## src/rtl/pool2x2_stream.sv

```systemverilog
// pool2x2_stream
// 2x2, stride-2 max/average pooling over a raster-order pixel stream.
// Each pixel has CH independent lanes of DW unsigned bits. The column count,
// row count and pooling mode are latched when a frame starts.
//
// Ports:
//   clk        clock
//   rst        asynchronous active-high reset
//   en         frame enable, held high for the whole frame; low aborts
//   mode       0 = max, 1 = average (latched at frame start)
//   col, row   frame geometry in pixels (latched at frame start)
//   valid_in   data_in carries a pixel this cycle
//   data_in    pixel, lane k in bits [k*DW +: DW]
//   data_out   pooled pixel, same lane layout, holds between pulses
//   valid_out  one-cycle pulse per pooled pixel
//   pool_end   pulse coincident with the last valid_out of a frame
//   busy       frame in progress (RUN state)
//   cfg_err    illegal configuration seen (ERR state)
//
// Handshake: there is no backpressure. A beat is consumed on every rising
// edge where the block is in RUN, en=1 and valid_in=1; every other beat is
// dropped. valid_out is a single-cycle qualifier for data_out.
module pool2x2_stream #(
    parameter int CH      = 12,
    parameter int DW      = 8,
    parameter int MAX_COL = 64,
    parameter int CW      = 16
) (
    input  logic             clk,
    input  logic             rst,
    input  logic             en,
    input  logic             mode,
    input  logic [CW-1:0]    col,
    input  logic [CW-1:0]    row,
    input  logic             valid_in,
    input  logic [CH*DW-1:0] data_in,
    output logic [CH*DW-1:0] data_out,
    output logic             valid_out,
    output logic             pool_end,
    output logic             busy,
    output logic             cfg_err
);

    localparam int LBD = MAX_COL / 2;
    localparam int AW  = (LBD > 1) ? $clog2(LBD) : 1;
    localparam int HW  = DW + 1;

    typedef enum logic [1:0] {
        IDLE = 2'd0,
        RUN  = 2'd1,
        ERR  = 2'd2
    } state_t;

    state_t state_q, state_d;

    logic             mode_q, mode_d;
    logic [CW-1:0]    col_q, col_d;
    logic [CW-1:0]    row_q, row_d;
    logic [CW-1:0]    c_cnt_q, c_cnt_d;
    logic [CW-1:0]    r_cnt_q, r_cnt_d;
    logic [CH*DW-1:0] hold_q, hold_d;
    logic [CH*DW-1:0] data_out_q, data_out_d;
    logic             valid_out_q, valid_out_d;
    logic             pool_end_q, pool_end_d;

    // One entry per horizontal pair of a row; holds the even-row partials.
    logic [CH*HW-1:0] line_buf_q [LBD];
    logic [CH*HW-1:0] lb_rdata;
    logic             lb_we;
    logic [AW-1:0]    lb_idx;

    logic [CH*HW-1:0] h_vec;
    logic [CH*DW-1:0] out_vec;

    logic [DW-1:0]    pix_k;
    logic [DW-1:0]    hold_k;
    logic [HW-1:0]    h_k;
    logic [HW-1:0]    buf_k;
    logic [DW+1:0]    s_k;
    logic [DW-1:0]    o_k;

    logic             cfg_ok;
    logic             col_wrap;
    logic             last_row;

    assign lb_idx   = c_cnt_q[AW:1];
    assign lb_rdata = line_buf_q[lb_idx];

    assign cfg_ok = (col[0] == 1'b0) && (col >= CW'(2)) && (col <= CW'(MAX_COL)) &&
                    (row[0] == 1'b0) && (row >= CW'(2));

    assign col_wrap = (c_cnt_q == col_q - CW'(1));
    assign last_row = (r_cnt_q == row_q - CW'(1));

    // Per-lane datapath: horizontal pair h, then vertical combine with the
    // buffered even-row partial. Average sums stay wide until the final >>2.
    always_comb begin
        h_vec   = '0;
        out_vec = '0;
        pix_k   = '0;
        hold_k  = '0;
        h_k     = '0;
        buf_k   = '0;
        s_k     = '0;
        o_k     = '0;
        for (int k = 0; k < CH; k++) begin
            pix_k  = data_in[k*DW +: DW];
            hold_k = hold_q[k*DW +: DW];
            buf_k  = lb_rdata[k*HW +: HW];
            if (mode_q) begin
                h_k = {1'b0, hold_k} + {1'b0, pix_k};
                s_k = {1'b0, buf_k} + {1'b0, h_k};
                o_k = DW'(s_k >> 2);
            end else begin
                h_k = (pix_k > hold_k) ? {1'b0, pix_k} : {1'b0, hold_k};
                s_k = '0;
                o_k = (h_k > buf_k) ? h_k[DW-1:0] : buf_k[DW-1:0];
            end
            h_vec[k*HW +: HW]   = h_k;
            out_vec[k*DW +: DW] = o_k;
        end
    end

    always_comb begin
        state_d     = state_q;
        mode_d      = mode_q;
        col_d       = col_q;
        row_d       = row_q;
        c_cnt_d     = c_cnt_q;
        r_cnt_d     = r_cnt_q;
        hold_d      = hold_q;
        data_out_d  = data_out_q;
        valid_out_d = 1'b0;
        pool_end_d  = 1'b0;
        lb_we       = 1'b0;

        unique case (state_q)
            IDLE: begin
                if (en) begin
                    mode_d  = mode;
                    col_d   = col;
                    row_d   = row;
                    c_cnt_d = '0;
                    r_cnt_d = '0;
                    hold_d  = '0;
                    state_d = cfg_ok ? RUN : ERR;
                end
            end

            ERR: begin
                if (!en) begin
                    state_d = IDLE;
                end
            end

            RUN: begin
                if (!en) begin
                    // Abort: anything presented this cycle is dropped.
                    state_d = IDLE;
                    c_cnt_d = '0;
                    r_cnt_d = '0;
                    hold_d  = '0;
                end else if (valid_in) begin
                    if (!c_cnt_q[0]) begin
                        hold_d = data_in;
                    end else if (!r_cnt_q[0]) begin
                        lb_we = 1'b1;
                    end else begin
                        data_out_d  = out_vec;
                        valid_out_d = 1'b1;
                        pool_end_d  = col_wrap && last_row;
                    end

                    if (col_wrap) begin
                        c_cnt_d = '0;
                        if (last_row) begin
                            r_cnt_d = '0;
                            state_d = IDLE;
                        end else begin
                            r_cnt_d = r_cnt_q + CW'(1);
                        end
                    end else begin
                        c_cnt_d = c_cnt_q + CW'(1);
                    end
                end
            end

            default: begin
                state_d = IDLE;
            end
        endcase
    end

    always_ff @(posedge clk or posedge rst) begin
        if (rst) begin
            state_q     <= IDLE;
            mode_q      <= 1'b0;
            col_q       <= '0;
            row_q       <= '0;
            c_cnt_q     <= '0;
            r_cnt_q     <= '0;
            hold_q      <= '0;
            data_out_q  <= '0;
            valid_out_q <= 1'b0;
            pool_end_q  <= 1'b0;
        end else begin
            state_q     <= state_d;
            mode_q      <= mode_d;
            col_q       <= col_d;
            row_q       <= row_d;
            c_cnt_q     <= c_cnt_d;
            r_cnt_q     <= r_cnt_d;
            hold_q      <= hold_d;
            data_out_q  <= data_out_d;
            valid_out_q <= valid_out_d;
            pool_end_q  <= pool_end_d;
        end
    end

    // The buffer needs no reset: an odd row only ever reads entries written
    // by the even row just before it in the same frame.
    always_ff @(posedge clk) begin
        if (lb_we) begin
            line_buf_q[lb_idx] <= h_vec;
        end
    end

    assign data_out  = data_out_q;
    assign valid_out = valid_out_q;
    assign pool_end  = pool_end_q;
    assign busy      = (state_q == RUN);
    assign cfg_err   = (state_q == ERR);

endmodule

```

## config.mk

```make
export PLATFORM = sky130hd
export DESIGN_NAME = pool2x2_stream
export DESIGN_NICKNAME = d
export VERILOG_FILES = /design/src/rtl/pool2x2_stream.sv
export SDC_FILE = /design/constraint.sdc
export NUM_CORES = 2
export LEC_CHECK = 0
export ABC_AREA = 0
export BUFFER_PORTS_ARGS = -buffer_cell sky130_fd_sc_hd__buf_2
export CAP_MARGIN = 20
export CORE_ASPECT_RATIO = 0.75
export CORE_MARGIN = 4
export CORE_UTILIZATION = 63
export CTS_CLUSTER_DIAMETER = 60
export DETAILED_ROUTE_END_ITERATION = 7
export PLACE_DENSITY = 0.77
export SLEW_MARGIN = 20
export SYNTH_ARGS = -nofsm -noshare
export SYNTH_HDL_FRONTEND = slang
export SYNTH_SLANG_ARGS = --single-unit
```

## constraint.sdc

```tcl
create_clock -name clk -period 11.22 [get_ports clk]
set_input_delay 1.122 -clock clk [delete_from_list [all_inputs] [get_ports clk]]
set_output_delay 1.122 -clock clk [all_outputs]
set_load 0.02 [all_outputs]
```

==> reports/results.txt <==
run status: finished clean
clk sinks: 3717
Worst-path clk slew: 0.06 ns
Worst Path Arrival: 7.21 ns
vias in the first global route: 87500
TritonCTS clock tree: done
post-synth top area share: 66.5%
Die Width: 583 um
setup repair bufs after CTS: 0
post-route ant nets: 0
Worst-Skew Late Latency: 0.91 ns
peak supply drop: 0.166 mV
Syn Nets: 8922
final setup vio count: 0
Pre-Repair DR Iteration Count: 8
die height: 439 um
Synth area leaders: edfxtp_1, mux4_2, dfrtp_1, ha_1, a22oi_1
setup TNS: 0 ns
Longest Clk Path Bufs: 4
DP Worst Slack: 4.92 ns
WP data required: 11.96 ns
root buffer cell: clkbuf_16
Max FO, Critical Path: 110
async set-reset flop share out of synthesis: 7.02%
Tcrit/Tclk final: 57.7%
Top FF cell, synth: edfxtp_1
post-synth top area cell: edfxtp_1
final-report max-slew violation count: 0
Via density: 7.18
Worst Skew: 0.0593 ns
Layout area overhead: 11.1%
CTS Hold Bufs: 0
I/O Buffers: 232
worst hold path class: input port to async pin
largest net degree at the start of global routing: 132
crit start category: flip-flop
DRT iter0 DRCs: 14300
final wirelength: 456 mm
Post-synth EDFFs: 3456
Power Density: 165 mW/mm^2
Post-Synthesis Cell Area: 0.156 mm^2
post-DP HPWL: 243 mm
Starting Density: 63.6%
first-pass GRT wire length: 649 mm
Mapped Cells: 8389
ratio of cells with drive above 1 in the final layout: 22.1%
initial antenna violation count: 29
total global routing overflow: 0
Yosys cell types: 89
sequential share of the synthesized area: 70.7%
num ports: 233
drt drc: 0
relative slew slack: 17.0%
die area: 0.256 mm^2
H-tree depth: 5
RSZ-0062 raised after global routing: false
cts repair resizes: 0
CORE AREA: 0.245 mm^2
Min Clock Period, post-route: 6.47 ns
critical path type: flip-flop to flip-flop
Final #Nets: 9307
RePlAce Congestion: 0.903
f_max: 155 MHz
Setup crit end kind: flip-flop
DR WL/cell: 37.0 um
Synthesis Warnings: 0
Total GRT Usage: 35.7%
cts bufs inserted: 348
final hold viol count: 0
final cell count without fillers: 12300
Synth Area per Inst: 18.6 um^2
Max-Cap Viols: 0
Placed Cells: 11700
leakage: 56.7 nW
Row Count: 157
vias: 88500
Yosys reg bits: 3717
Worst-Margin Slew: 1.25 ns
PnR worst setup slack: 4.75 ns
==> kinds of logic after synthesis <==
| kind of cell | synth area share (%) |
|---|---|
| AND/OR/NAND/NOR | 3.03 |
| flip-flops | 70.7 |
| buffers and inverters | 2.01 |
| adder cells (fa/ha/maj) | 3.27 |
| XOR/XNOR | 1.03 |
| multiplexers | 14.4 |
| AO/OA/AOI/OAI | 5.57 |
==> cell usage after synthesis (7+ instances only) <==
| cell | instances |
|---|---|
| buf_4 | 26 |
| nor2b_1 | 33 |
| buf_1 | 39 |
| o21ai_0 | 153 |
| a211oi_1 | 27 |
| o21a_1 | 14 |
| nor2_1 | 265 |
| ha_1 | 388 |
| buf_6 | 10 |
| mux2i_1 | 303 |
| inv_1 | 341 |
| or3_1 | 7 |
| o211ai_1 | 7 |
| mux2_2 | 131 |
| a22oi_1 | 414 |
| xnor2_1 | 98 |
| nand4_1 | 72 |
| o22ai_1 | 96 |
| dfrtp_1 | 261 |
| buf_2 | 130 |
| nor3_1 | 53 |
| nand2b_1 | 22 |
| or2_2 | 7 |
| nor4_1 | 30 |
| nor4_4 | 9 |
| edfxtp_1 | 3456 |
| o21ba_2 | 12 |
| xor2_1 | 86 |
| a31oi_1 | 18 |
| a21o_1 | 59 |
| a21oi_1 | 226 |
| nand2_1 | 128 |
| fa_1 | 12 |
| a22o_1 | 106 |
| nor3b_1 | 9 |
| nand3_1 | 59 |
| and3_1 | 19 |
| mux4_2 | 794 |
| clkbuf_1 | 191 |
| and2_1 | 18 |
| and3b_1 | 8 |
| o22a_1 | 12 |
| and4_1 | 72 |
| o21bai_1 | 61 |
==> per-stage QoR <==
stage	total power [mW]	hold WS, ns	utilization [%]	area [um^2]
finish	28.6	0.277	70.7	173000
global route	29.4	0.346	70.7	173000
CTS	28.7	0.302	70.6	173000
detailed placement	16.8	0.465	65.9	162000
global placement	16.7	0.470	65.9	161000
floorplan	16.4	0.500	-	156000
==> layout make-up <==
cell class	count	area, um^2
flip-flops and latches	3717	110000
fillers	14500	71800
multi-input cells	3931	43000
clock buffers	431	9400
well taps	3259	4080
repair buffers	433	2980
clock inverters	196	2180
inverters	343	1300
diodes	19	47.5
==> where the power goes <==
group | switching, mW | internal (mW)
Clock | 5.18 | 6.94
Combinational | 0.773 | 0.265
Sequential | 0.0325 | 15.4
Total | 5.99 | 22.6
==> registers in the layout, indices dropped and copies added, names as in the netlist <==
| signal | count |
|---|---|
| row_q | 16 |
| data_out | 96 |
| state_q | 2 |
| mode_q | 1 |
| r_cnt_q | 16 |
| line_buf_q | 3456 |
| valid_out | 1 |
| hold_q | 96 |
| c_cnt_q | 16 |
| col_q | 16 |
| pool_end | 1 |
==> worst paths after layout <==
check	slack, ns	depth (start not counted)	to	from
min	0.28	2	data_out[50]$_DFFE_PP0P_	rst
max reg2reg	4.75	15	data_out[6]$_DFFE_PP0P_	c_cnt_q[2]$_DFFE_PP0P_
min reg2reg	0.50	2	data_out[72]$_DFFE_PP0P_	data_out[72]$_DFFE_PP0P_
max	4.75	15	data_out[6]$_DFFE_PP0P_	c_cnt_q[2]$_DFFE_PP0P_
max in group asynchronous	9.46	3	hold_q[60]$_DFFE_PP0P_	rst
min in group clk	0.44	3	mode_q$_DFFE_PP0P_	mode
==> worst max-delay path: stages (launching register included) <==
cell and delay, ns:
dfrtp_4 0.83, buf_4 0.72, buf_12 0.62, mux4_2 0.40, a22oi_1 0.26, and4_1 0.41
inv_1 0.08, ha_1 0.41, and3_1 0.22, nand3_1 0.21, a31oi_1 0.69, o31ai_1 0.30
o21ai_0 0.56, xor2_1 0.14, mux2i_1 0.17, o21ai_0 0.10
==> layer usage <==
| layer | routed length [um] | track usage [%] | vias up |
|---|---|---|---|
| li1 | - | - | 35000 |
| met1 | 161000 | 51.1 | 45300 |
| met2 | 206000 | 53.3 | 7026 |
| met3 | 62900 | 8.17 | 1166 |
| met4 | 25800 | 16.8 | 10 |
| met5 | 67 | 0 | - |
==> placed cells by master, fill, tap and decap left out, types with 215 or more instances in the layout <==
cell type  synthesis  routed
edfxtp_1        3456    3456
mux4_2           794     794
a22oi_1          414     414
ha_1             388     388
clkbuf_16          0     361
inv_1            341     340
mux2i_1          303     291
dfrtp_1          261     258
buf_2            130     232
nor2_1           265     231
a21oi_1          226     215
No activity file was read; power rests on OpenSTA's default activity.
